File: config.mk
export PLATFORM = sky130hd
export DESIGN_NAME = user_ip_axi4lite_regs
export DESIGN_NICKNAME = d
export VERILOG_FILES = /design/src/rtl/user_ip_axi4lite_regs.sv
export SDC_FILE = /design/constraint.sdc
export NUM_CORES = 1
export LEC_CHECK = 0
export ABC_AREA = 1
export BUFFER_PORTS_ARGS = -buffer_cell sky130_fd_sc_hd__buf_2
export CAP_MARGIN = 20
export CORE_MARGIN = 2
export CORE_UTILIZATION = 50
export CTS_CLUSTER_DIAMETER = 60
export DETAILED_ROUTE_END_ITERATION = 12
export PLACE_DENSITY = 0.75
export SLEW_MARGIN = 20
export SYNTH_ARGS = -nofsm -noshare
export SYNTH_HDL_FRONTEND = slang
export SYNTH_SLANG_ARGS = --single-unit
File: constraint.sdc
create_clock -name clk -period 1.59 [get_ports clk]
set_input_delay 0.318 -clock clk [delete_from_list [all_inputs] [get_ports clk]]
set_output_delay 0.318 -clock clk [all_outputs]
set_load 0.02 [all_outputs]
File: src/rtl/user_ip_axi4lite_regs.sv
// AXI4-lite slave register bank for the user IP: ID, scratch, control, status,
// free-running cycle counter and sticky W1C event bits behind a single-beat slave port.
module user_ip_axi4lite_regs #(
   parameter int unsigned ADDR_W = 16,
   parameter int unsigned DATA_W = 32,
   parameter logic [31:0] IP_ID  = 32'h5553_4552
) (
   input  logic                  clk,
   input  logic                  rst_n,
   input  logic [ADDR_W-1:0]     s_axi_awaddr,
   input  logic                  s_axi_awvalid,
   output logic                  s_axi_awready,
   input  logic [DATA_W-1:0]     s_axi_wdata,
   input  logic [DATA_W/8-1:0]   s_axi_wstrb,
   input  logic                  s_axi_wvalid,
   output logic                  s_axi_wready,
   output logic [1:0]            s_axi_bresp,
   output logic                  s_axi_bvalid,
   input  logic                  s_axi_bready,
   input  logic [ADDR_W-1:0]     s_axi_araddr,
   input  logic                  s_axi_arvalid,
   output logic                  s_axi_arready,
   output logic [DATA_W-1:0]     s_axi_rdata,
   output logic [1:0]            s_axi_rresp,
   output logic                  s_axi_rvalid,
   input  logic                  s_axi_rready,
   output logic [31:0]           ctrl_o,
   input  logic [31:0]           status_i,
   input  logic [7:0]            event_i
);

   localparam logic [1:0] RESP_OKAY   = 2'b00;
   localparam logic [1:0] RESP_SLVERR = 2'b10;
   localparam logic [3:0] IDX_ID      = 4'h0;
   localparam logic [3:0] IDX_SCRATCH = 4'h1;
   localparam logic [3:0] IDX_CTRL    = 4'h2;
   localparam logic [3:0] IDX_STATUS  = 4'h3;
   localparam logic [3:0] IDX_CNT     = 4'h4;
   localparam logic [3:0] IDX_EVENT   = 4'h5;

   if (DATA_W != 32) begin : g_data_w_check
      $error("user_ip_axi4lite_regs: DATA_W must be 32");
   end

   function automatic logic [31:0] merge_bytes(input logic [31:0] old_v,
                                                input logic [31:0] new_v,
                                                input logic [3:0]  strb);
      logic [31:0] res;
      for (int i = 0; i < 4; i++) begin
         res[8*i +: 8] = strb[i] ? new_v[8*i +: 8] : old_v[8*i +: 8];
      end
      return res;
   endfunction

   logic        awready_r, wready_r, aw_done_r, w_done_r, bvalid_r;
   logic [1:0]  bresp_r;
   logic [3:0]  aw_idx_r;
   logic [31:0] wdata_r;
   logic [3:0]  wstrb_r;
   logic        arready_r, rvalid_r;
   logic [1:0]  rresp_r;
   logic [31:0] rdata_r;
   logic [31:0] scratch_r, ctrl_r, cnt_r;
   logic [7:0]  event_r;
   logic        commit_s, wr_err_s, rd_err_s;
   logic [31:0] rd_data_s;
   logic [7:0]  evt_clr_s;
   logic        unused_s;

   assign commit_s = aw_done_r & w_done_r;
   assign wr_err_s = (aw_idx_r > IDX_EVENT);
   assign evt_clr_s = (commit_s && (aw_idx_r == IDX_EVENT) && wstrb_r[0]) ? wdata_r[7:0] : 8'h00;
   assign unused_s = ^{s_axi_awaddr[ADDR_W-1:6], s_axi_awaddr[1:0],
                       s_axi_araddr[ADDR_W-1:6], s_axi_araddr[1:0]};

   assign s_axi_awready = awready_r;
   assign s_axi_wready  = wready_r;
   assign s_axi_bvalid  = bvalid_r;
   assign s_axi_bresp   = bresp_r;
   assign s_axi_arready = arready_r;
   assign s_axi_rvalid  = rvalid_r;
   assign s_axi_rresp   = rresp_r;
   assign s_axi_rdata   = rdata_r;
   assign ctrl_o        = ctrl_r;

   // Write channel: capture AW and W independently, commit once both are held, then respond on B
   always_ff @(posedge clk) begin
      if (!rst_n) begin
         awready_r <= 1'b1;
         wready_r  <= 1'b1;
         aw_done_r <= 1'b0;
         w_done_r  <= 1'b0;
         aw_idx_r  <= 4'h0;
         wdata_r   <= 32'h0;
         wstrb_r   <= 4'h0;
         bvalid_r  <= 1'b0;
         bresp_r   <= RESP_OKAY;
      end else begin
         if (s_axi_awvalid && awready_r) begin
            awready_r <= 1'b0;
            aw_done_r <= 1'b1;
            aw_idx_r  <= s_axi_awaddr[5:2];
         end
         if (s_axi_wvalid && wready_r) begin
            wready_r <= 1'b0;
            w_done_r <= 1'b1;
            wdata_r  <= s_axi_wdata;
            wstrb_r  <= s_axi_wstrb;
         end
         if (commit_s) begin
            aw_done_r <= 1'b0;
            w_done_r  <= 1'b0;
            bvalid_r  <= 1'b1;
            bresp_r   <= wr_err_s ? RESP_SLVERR : RESP_OKAY;
         end
         if (bvalid_r && s_axi_bready) begin
            bvalid_r  <= 1'b0;
            bresp_r   <= RESP_OKAY;
            awready_r <= 1'b1;
            wready_r  <= 1'b1;
         end
      end
   end

   // Register state: strobed writes, self-clearing counter clear, counter, sticky events (set beats clear)
   always_ff @(posedge clk) begin
      if (!rst_n) begin
         scratch_r <= 32'h0;
         ctrl_r    <= 32'h0;
         cnt_r     <= 32'h0;
         event_r   <= 8'h00;
      end else begin
         if (commit_s && (aw_idx_r == IDX_SCRATCH)) begin
            scratch_r <= merge_bytes(scratch_r, wdata_r, wstrb_r);
         end
         if (commit_s && (aw_idx_r == IDX_CTRL)) begin
            ctrl_r <= merge_bytes(ctrl_r, wdata_r, wstrb_r);
         end else if (ctrl_r[1]) begin
            ctrl_r[1] <= 1'b0;
         end
         if (ctrl_r[1]) begin
            cnt_r <= 32'h0;
         end else if (ctrl_r[0]) begin
            cnt_r <= cnt_r + 32'd1;
         end
         event_r <= (event_r & ~evt_clr_s) | event_i;
      end
   end

   // Read decode of the current AR address
   always_comb begin
      rd_data_s = 32'h0;
      rd_err_s  = 1'b0;
      case (s_axi_araddr[5:2])
         IDX_ID:      rd_data_s = IP_ID;
         IDX_SCRATCH: rd_data_s = scratch_r;
         IDX_CTRL:    rd_data_s = ctrl_r;
         IDX_STATUS:  rd_data_s = status_i;
         IDX_CNT:     rd_data_s = cnt_r;
         IDX_EVENT:   rd_data_s = {24'h0, event_r};
         default:     rd_err_s  = 1'b1;
      endcase
   end

   // Read channel: register data on AR handshake, hold until R handshake
   always_ff @(posedge clk) begin
      if (!rst_n) begin
         arready_r <= 1'b1;
         rvalid_r  <= 1'b0;
         rresp_r   <= RESP_OKAY;
         rdata_r   <= 32'h0;
      end else if (s_axi_arvalid && arready_r) begin
         arready_r <= 1'b0;
         rvalid_r  <= 1'b1;
         rdata_r   <= rd_data_s;
         rresp_r   <= rd_err_s ? RESP_SLVERR : RESP_OKAY;
      end else if (rvalid_r && s_axi_rready) begin
         arready_r <= 1'b1;
         rvalid_r  <= 1'b0;
      end
   end

endmodule
==> results of run 1 <==
## cell families (layout without fill, tap and decap cells)
family,count (synthesis),in the layout,share of synthesized area
simple gates,423,423,0.239
compound gates,320,320,0.206
flops,185,185,0.464
buf+inv,160,334,0.0832
xor+xnor,6,6,0.00658
fa+ha+maj,1,1,0.00157
other cells,1,2,0.000469
## stage by stage
step                      hold WS [ns]   util
after floorplan                  0.437      -
after global placement           0.449  0.583
after detailed placement         0.453  0.583
after CTS                        0.111  0.621
after global routing             0.123  0.629
final                            0.125  0.629
## worst register-to-register path, cell delays in order (launching register included)
cell     delay [ns]
dfxtp_1        0.41
nand2_1        0.16
inv_1          0.10
nand2_1        0.05
nor3_1         0.29
nand3_1        0.16
nand2_1        0.08
nand2_1        0.05
nor2_1         0.08
## cell type report
cell class,count,area (sq um),area share
timing repair buffer,209,1320,0.133
clock buffer,21,460,0.0464
inverter,95,357,0.0359
multi-input combinational,752,3690,0.372
tap,216,270,0.0272
clock inverter,9,115,0.0116
sequential,185,3710,0.374
## worst paths after layout
| path | startpoint | end | slack [ns] | cells after the start |
|---|---|---|---|---|
| max reg2reg | cnt_r[17]$_SDFFE_PP0P_ | cnt_r[31]$_SDFFE_PP0P_ | 0.14 | 8 |
| min | event_i[2] | event_r[2]$_SDFF_PN0_ | 0.13 | 3 |
| max | ctrl_o[0]$_SDFFE_PN0P_ | ctrl_o[0] | 0.08 | 2 |
| min reg2reg | s_axi_rdata[17]$_SDFFE_PN0P_ | s_axi_rdata[17]$_SDFFE_PN0P_ | 0.46 | 2 |
## routing by layer
metal | vias up | global-route usage | wire length (microns)
met5 | - | 0 | 0
met1 | 3648 | 0.395 | 11000
met2 | 286 | 0.419 | 10700
met4 | 0 | 0.0907 | 512
li1 | 4031 | - | -
met3 | 36 | 0.0468 | 1360
## registers in the layout, indices dropped and copies added (netlist names), 4 cells and up
signal and cells:
ctrl_o 32, cnt_r 32, event_r 8, s_axi_rdata 32, aw_idx_r 4, wdata_r 32
wstrb_r 4, scratch_r 32
## cells in the mapped netlist
library cell | instances | area, sq um
buf_4 | 8 | 60.1
nor3b_1 | 1 | 7.51
o21ai_1 | 13 | 65.1
xnor2_1 | 1 | 8.76
nand4_2 | 1 | 12.5
clkinv_1 | 1 | 3.75
a21oi_1 | 163 | 816
dfxtp_1 | 185 | 3700
buf_2 | 21 | 105
o21a_1 | 4 | 30.0
o21ai_0 | 127 | 636
nor2_2 | 9 | 56.3
nor2_4 | 6 | 67.6
nand3_2 | 1 | 10.0
inv_1 | 89 | 334
buf_6 | 1 | 11.3
a211oi_1 | 3 | 22.5
clkbuf_1 | 35 | 131
nand2_1 | 154 | 578
o211ai_1 | 10 | 75.1
xor2_1 | 5 | 43.8
inv_2 | 5 | 18.8
nor3_1 | 11 | 55.1
nand3_1 | 145 | 726
nor2_1 | 79 | 297
conb_1 | 1 | 3.75
nand4_1 | 16 | 100
ha_1 | 1 | 12.5
## where the power goes
part	total (mW)	internal [mW]	switching (mW)
Combinational	0.874	0.303	0.571
Clock	4.18	2.40	1.78
Sequential	4.83	4.77	0.0594
Total	9.88	7.47	2.41
## timing repair
| action | in CTS | in global routing |
|---|---|---|
| gates resized for setup | 0 | 17 |
| pin swaps | 1 | 5 |
| setup buffers | 2 | 3 |
| setup endpoints to repair | 1 | 49 |
==> run_results.csv, run 1 <==
group,metric,value,unit
final_layout,n_antenna_cell,0,
floorplanning,die_area,0.0170,sq mm
detailed_routing,wl_per_cell,15.8,microns
power,finalPower,9.88,mW
logic_synthesis,avgSynthCellArea,7.29,sq um
detailed_routing,drt_wl_total,23500,microns
detailed_routing,drtPass1Iterations,5,
critical_path,cp_top_family,"flip-flops",
grt,grt_max_degree,84,
placement,placed_cells,1452,
clock_tree,cts.sinks,185,
critical_path,cp.required,1.27,ns
power,leakage,4.23,nW
critical_path,path_cells,"buf_4 -> buf_2",
grt,grt_pass1_vias,6911,
flow_run,drv_cap,0,
placement,port_buffers,161,
detailed_routing,drt_iter0_drc,773,
floorplanning,ios,188,
logic_synthesis,synth_area,0.00799,sq mm
floorplanning,core-area,0.0158,sq mm
sta,slew_violations,0,
sta,max_freq,0.664,GHz
sta,worst_pin_slew,0.515,ns
floorplanning,die_w,130,microns
sta,period_share,0.948,
detailed_routing,drc_errors,0,
critical_path,startpoint_type,"flip-flop",
sta,clock_skew,0.00596,ns
final_layout,nets,1376,
floorplanning,num_rows,46,
grt,antenna_found_initial,0,
final_layout,final_layout_size_suffix_gt1_frac,0.216,
final_layout,layout_commonest_cell,"dfxtp_1",
sta,rsz0062_at_grt,"false",
detailed_routing,vias,8001,
hold_path,hold_path_class,"input port to flip-flop",
clock_tree,cts_hold_buffers,0,
logic_synthesis,yosysSeqAreaShare,0.464,
power,powerDensity,996,mW/mm^2
sta,final-hold-violation-count,0,
clock_tree,path_clk_slew,0.07,ns
logic_synthesis,syn_inst,1096,
critical_path,arrival,1.19,ns
logic_synthesis,synth-seq-cells,185,
sta,finalSetupViolCount,0,
grt,grt_pass1_wl,35700,microns
final_layout,syn_to_final_growth,24.1,%
detailed_routing,drtAntennaViolNets,0,
grt,grt.total_usage,0.274,
sta,fin_ws,0.0829,ns
critical_path,critPathSlowestCell,"dfxtp_2",
final_layout,final_cell_mix,"dfxtp_1, a21oi_1, buf_2, nand2_1, nand3_1",
outcome,status,"finished clean",
floorplanning,initial_core_util,0.507,
final_layout,nFillCells,1476,
logic_synthesis,yosysWarnings,0,
final_layout,stdcell_count,1487,
logic_synthesis,synth_cell_types,28,
final_layout,post-route-cell-area,0.00992,sq mm
sta,relSlewSlack,0.656,
clock_tree,cts-root-buf,"clkbuf_16",
clock_tree,cts_buffers,17,
critical_path,cpPeakStageDelay,0.39,ns
clock_tree,cts_tree,"done",
sta,period_needed,1.51,ns
placement,finalWeightedCongestion,0.970,
clock_tree,htree_levels,4,
placement,place_ws,0.0220,ns
grt,grt_remaining_overflow,0,
power,ir_drop,822,uV
detailed_routing,post_drt_via_cell_ratio,5.38,
clock_tree,clk_latency,0.43,ns
critical_path,worst-path-max-fanout,7,
critical_path,worst-setup-path-type,"flip-flop to output port",
critical_path,end_kind,"output port",
clock_tree,clk_path_buf_depth,2,
placement,placed_cell_area,0.00920,sq mm
critical_path,critPathBufInv,2,
sta,final.setup.tns,0,ns
placement,dpl.hpwl,17200,microns
floorplanning,die-height,130,microns
Note: power is estimated with default switching activity, not from simulation.
==> run 2: changes to the inputs <==
CORE_UTILIZATION = 54   (was 50)
HOLD_SLACK_MARGIN = 0.12   (was default)
PLACE_DENSITY = 0.8   (was 0.75)
==> run_results.csv, run 2 (synthesized netlist as in run 1, its figures left out) <==
group,metric,value,unit
grt,grt_max_degree,106,
sta,finalSetupViolCount,0,
floorplanning,ios,188,
critical_path,worst-setup-path-type,"flip-flop to output port",
power,power.share.combinational,0.092,
sta,fin_ws,0.0687,ns
sta,final-hold-violation-count,0,
power,power_switching_share,0.262,
floorplanning,initial_core_util,0.552,
power,pwr-share-seq,0.503,
floorplanning,die_area,0.0158,sq mm
final_layout,post-route-cell-area,0.00989,sq mm
final_layout,nFillCells,1234,
detailed_routing,wl_per_cell,16.4,microns
power,ir_drop,768,uV
critical_path,cp_top_family,"flip-flops",
clock_tree,cts-root-buf,"clkbuf_16",
grt,grt.total_usage,0.298,
power,leakage,4.25,nW
placement,port_buffers,161,
final_layout,post-route-util,0.683,
final_layout,final_layout_size_suffix_gt1_frac,0.218,
floorplanning,core-area,0.0145,sq mm
detailed_routing,route.met3.wl,1860,microns
power,finalPower,9.61,mW
detailed_routing,met1_length,10700,microns
placement,dpl.hpwl,17000,microns
final_layout,final_cell_mix,"dfxtp_1, a21oi_1, buf_2, nand2_1, nand3_1",
clock_tree,clk_path_buf_depth,2,
detailed_routing,vias,8178,
flow_run,drv_cap,0,
final_layout,n_antenna_cell,0,
final_layout,syn_to_final_growth,23.7,%
outcome,status,"finished clean",
floorplanning,die_w,126,microns
power,power.switching,2.51,mW
placement,place_ws,0.0276,ns
detailed_routing,met2_length,10800,microns
critical_path,worst-path-max-fanout,7,
clock_tree,cts_hold_buffers,0,
clock_tree,htree_levels,4,
detailed_routing,post_drt_via_cell_ratio,5.59,
critical_path,end_kind,"output port",
grt,grt_remaining_overflow,0,
sta,rsz0062_at_grt,"true",
clock_tree,path_clk_slew,0.07,ns
detailed_routing,drt_wl_total,24000,microns
critical_path,critPathSlowestCell,"dfxtp_1",
power,powerDensity,972,mW/mm^2
sta,period_share,0.957,
critical_path,arrival,1.20,ns
sta,clock_skew,0.00739,ns
floorplanning,die-height,126,microns
critical_path,path_cells,"buf_4 -> buf_2",
placement,placed_cell_area,0.00920,sq mm
power,p_clk_frac,0.405,
sta,period_needed,1.52,ns
critical_path,cp.required,1.27,ns
hold_path,hold_path_class,"input port to flip-flop",
detailed_routing,topRoutingLayerUsed,"met4",
detailed_routing,drc_errors,0,
grt,antenna_found_initial,0,
clock_tree,clk_latency,0.43,ns
detailed_routing,drt_iter0_drc,931,
grt,grt_pass1_wl,37700,microns
detailed_routing,drtPass1Iterations,6,
critical_path,cpPeakStageDelay,0.41,ns
clock_tree,cts.sinks,185,
floorplanning,num_rows,44,
sta,slew_violations,0,
final_layout,nets,1382,
placement,finalWeightedCongestion,0.938,
sta,max_freq,0.657,GHz
clock_tree,cts_tree,"done",
clock_tree,cts_buffers,17,
final_layout,layout_commonest_cell,"dfxtp_1",
grt,grt_pass1_vias,7379,
detailed_routing,drtAntennaViolNets,0,
critical_path,startpoint_type,"flip-flop",
power,internal-power,7.10,mW
sta,hold_ws,0.128,ns
critical_path,critPathBufInv,2,
==> run 2: worst reg2reg max path, stage by stage, from the launching register on <==
cell	delay, ns
dfxtp_1	0.34
nand2_1	0.10
inv_1	0.18
nand4_4	0.18
nor2_2	0.14
buf_4	0.20
o21ai_0	0.12
a21oi_1	0.16
==> run 2: layout make-up <==
type | count | area (sq um) | share of cell area
Multi-Input combinational cell | 753 | 3700 | 0.374
Tap cell | 184 | 230 | 0.0233
Clock buffer | 19 | 433 | 0.0438
Timing Repair Buffer | 214 | 1370 | 0.138
Clock inverter | 12 | 93.8 | 0.00949
Inverter | 95 | 357 | 0.0361
Sequential cell | 185 | 3700 | 0.375
==> run 2: final timing paths <==
check             slack (ns)                         start                           end  cells past startpoint
setup / recovery        0.07        ctrl_o[0]$_SDFFE_PN0P_                     ctrl_o[0]                      2
hold / removal          0.13                    event_i[7]         event_r[7]$_SDFF_PN0_                      3
setup reg to reg        0.10         w_done_r$_SDFFE_PP0P_        ctrl_o[4]$_SDFFE_PN0P_                      7
hold reg to reg         0.46  s_axi_rdata[21]$_SDFFE_PN0P_  s_axi_rdata[21]$_SDFFE_PN0P_                      2
==> run 2: power by group through the flow <==
stage               Sequential [mW]  Clock [mW]  Combinational [mW]
floorplan                      4.95           0               0.474
global placement               4.93           0               0.842
detailed placement             4.93           0               0.859
CTS                            4.83        3.91               0.863
global route                   4.84        4.10               0.971
finish                         4.83        3.89               0.885
==> run 2: timing repair <==
item	CTS	global route
setup buffers	0	8
gates resized for setup	0	14
setup endpoints to repair	0	49
==> run 2: routing by layer <==
metal / track usage / vias up
met5: 0 / -
met4: 0.108 / 0
met3: 0.0586 / 42
met2: 0.445 / 360
met1: 0.429 / 3738
li1: - / 4038
==> run 2: stage by stage <==
step / cells / setup TNS (ns)
CTS: 1453 / 0
floorplan: 1097 / 0
global route: 1462 / -0.0386
finish: 1462 / 0
detailed placement: 1422 / 0
global placement: 1422 / 0
==> run 3: changes to the inputs <==
RECOVER_POWER = 50   (was default)
==> run_results.csv, run 3 (synthesized netlist as in run 1, its figures left out) <==
group,metric,value,unit
power,p_clk_frac,0.406,
placement,finalWeightedCongestion,0.938,
floorplanning,core-area,0.0145,sq mm
placement,port_buffers,161,
floorplanning,initial_core_util,0.552,
power,power_switching_share,0.262,
final_layout,post-route-cell-area,0.00986,sq mm
power,internal-power,7.09,mW
placement,place_ws,0.0276,ns
floorplanning,ios,188,
clock_tree,cts_buffers,17,
sta,period_share,0.959,
clock_tree,cts_tree,"done",
sta,worst_pin_slew,0.647,ns
final_layout,nets,1382,
floorplanning,die-height,126,microns
critical_path,worst-path-max-fanout,7,
grt,grt.total_usage,0.298,
critical_path,critPathSlowestCell,"dfxtp_1",
final_layout,stdcell_count,1462,
floorplanning,die_w,126,microns
floorplanning,num_rows,44,
detailed_routing,wl_per_cell,16.4,microns
final_layout,post-route-util,0.681,
outcome,status,"finished clean",
detailed_routing,drc_errors,0,
critical_path,path_cells,"buf_4 -> buf_2",
final_layout,final_cell_mix,"dfxtp_1, a21oi_1, buf_2, nand2_1, nand3_1",
sta,final-hold-violation-count,0,
sta,relSlewSlack,0.569,
placement,placed_cell_area,0.00920,sq mm
grt,top_usage_layer,"met2",
critical_path,startpoint_type,"flip-flop",
critical_path,cp.required,1.27,ns
grt,grt_remaining_overflow,0,
critical_path,critPathBufInv,2,
sta,fin_ws,0.0648,ns
power,powerDensity,974,mW/mm^2
clock_tree,cts_hold_buffers,0,
grt,grt_max_degree,106,
sta,final.setup.tns,0,ns
grt,antenna_found_initial,0,
detailed_routing,drtAntennaViolNets,0,
floorplanning,die_area,0.0158,sq mm
placement,placed_cells,1422,
sta,hold_ws,0.128,ns
grt,grt_pass1_vias,7379,
final_layout,final_layout_size_suffix_gt1_frac,0.217,
hold_path,hold_path_class,"input port to flip-flop",
flow_run,drv_cap,0,
critical_path,cpPeakStageDelay,0.41,ns
clock_tree,cts.sinks,185,
power,finalPower,9.60,mW
sta,clock_skew,0.00804,ns
sta,max_freq,0.656,GHz
detailed_routing,vias,8150,
clock_tree,cts-root-buf,"clkbuf_16",
sta,finalSetupViolCount,0,
critical_path,cp_top_family,"flip-flops",
detailed_routing,post_drt_via_cell_ratio,5.57,
sta,slew_violations,0,
power,power.share.combinational,0.091,
grt,grt_use_met1,0.429,
critical_path,arrival,1.21,ns
clock_tree,clk_path_buf_depth,2,
power,power.switching,2.52,mW
power,ir_drop,767,uV
sta,period_needed,1.53,ns
final_layout,syn_to_final_growth,23.5,%
clock_tree,path_clk_slew,0.07,ns
sta,rsz0062_at_grt,"true",
final_layout,layout_commonest_cell,"dfxtp_1",
detailed_routing,drt_iter0_drc,950,
placement,dpl.hpwl,17000,microns
critical_path,worst-setup-path-type,"flip-flop to output port",
grt,use_met2,0.445,
power,leakage,4.24,nW
critical_path,end_kind,"output port",
detailed_routing,drtPass1Iterations,7,
clock_tree,htree_levels,4,
grt,grt_use_met3,0.0586,
final_layout,n_antenna_cell,0,
grt,grt_pass1_wl,37700,microns
detailed_routing,drt_wl_total,24000,microns
clock_tree,clk_latency,0.43,ns
power,pwr-share-seq,0.503,
[run 3: changes by cell type in the layout (fill, tap and decap cells not counted)]
| cell | delta |
|---|---|
| buf_12 | -1 |
| buf_4 | -2 |
| clkbuf_1 | +1 |
| clkbuf_2 | +2 |
[run 3: power groups by stage]
stage	clock network [mW]	logic (mW)	registers, mW
3_5_place_dp	0	0.859	4.93
3_3_place_gp	0	0.842	4.93
4_1_cts	3.91	0.863	4.83
5_1_grt	4.10	0.960	4.84
2_1_floorplan	0	0.474	4.95
6_report	3.90	0.874	4.83
[run 3: path summary, 6_finish.rpt]
check / start / cells past startpoint / slack [ns] / endpoint
setup / recovery: ctrl_o[0]$_SDFFE_PN0P_ / 2 / 0.06 / ctrl_o[0]
hold / removal: event_i[7] / 3 / 0.13 / event_r[7]$_SDFF_PN0_
setup reg to reg: w_done_r$_SDFFE_PP0P_ / 7 / 0.11 / ctrl_o[4]$_SDFFE_PN0P_
hold reg to reg: s_axi_rdata[21]$_SDFFE_PN0P_ / 2 / 0.46 / s_axi_rdata[21]$_SDFFE_PN0P_
[run 3: cell type report]
class	instances	area (sq um)
well taps	184	230
fillers	1238	4610
clock buffers	19	433
flip-flops and latches	185	3700
repair buffers	214	1350
inverters	95	357
multi-input cells	753	3700
clock inverters	12	93.8
[run 3: worst reg2reg max path, delay by kind of cell (launching register included)]
family | cells | cell delay (ns)
AND/OR/NAND/NOR | 3 | 0.42
buffers and inverters | 2 | 0.37
flip-flops | 1 | 0.34
AO/OA/AOI/OAI | 2 | 0.28
[run 3: per-layer routing]
layer,share of wire,vias up,wire (microns)
met5,0,-,0
li1,-,4039,-
met1,0.45,3724,10800
met3,0.076,43,1820
met2,0.45,344,10800
met4,0.025,0,612
[run 3: what timing repair did]
action	in CTS	in global routing
gates resized for setup	0	14
setup endpoints to repair	0	49
setup buffers	0	8
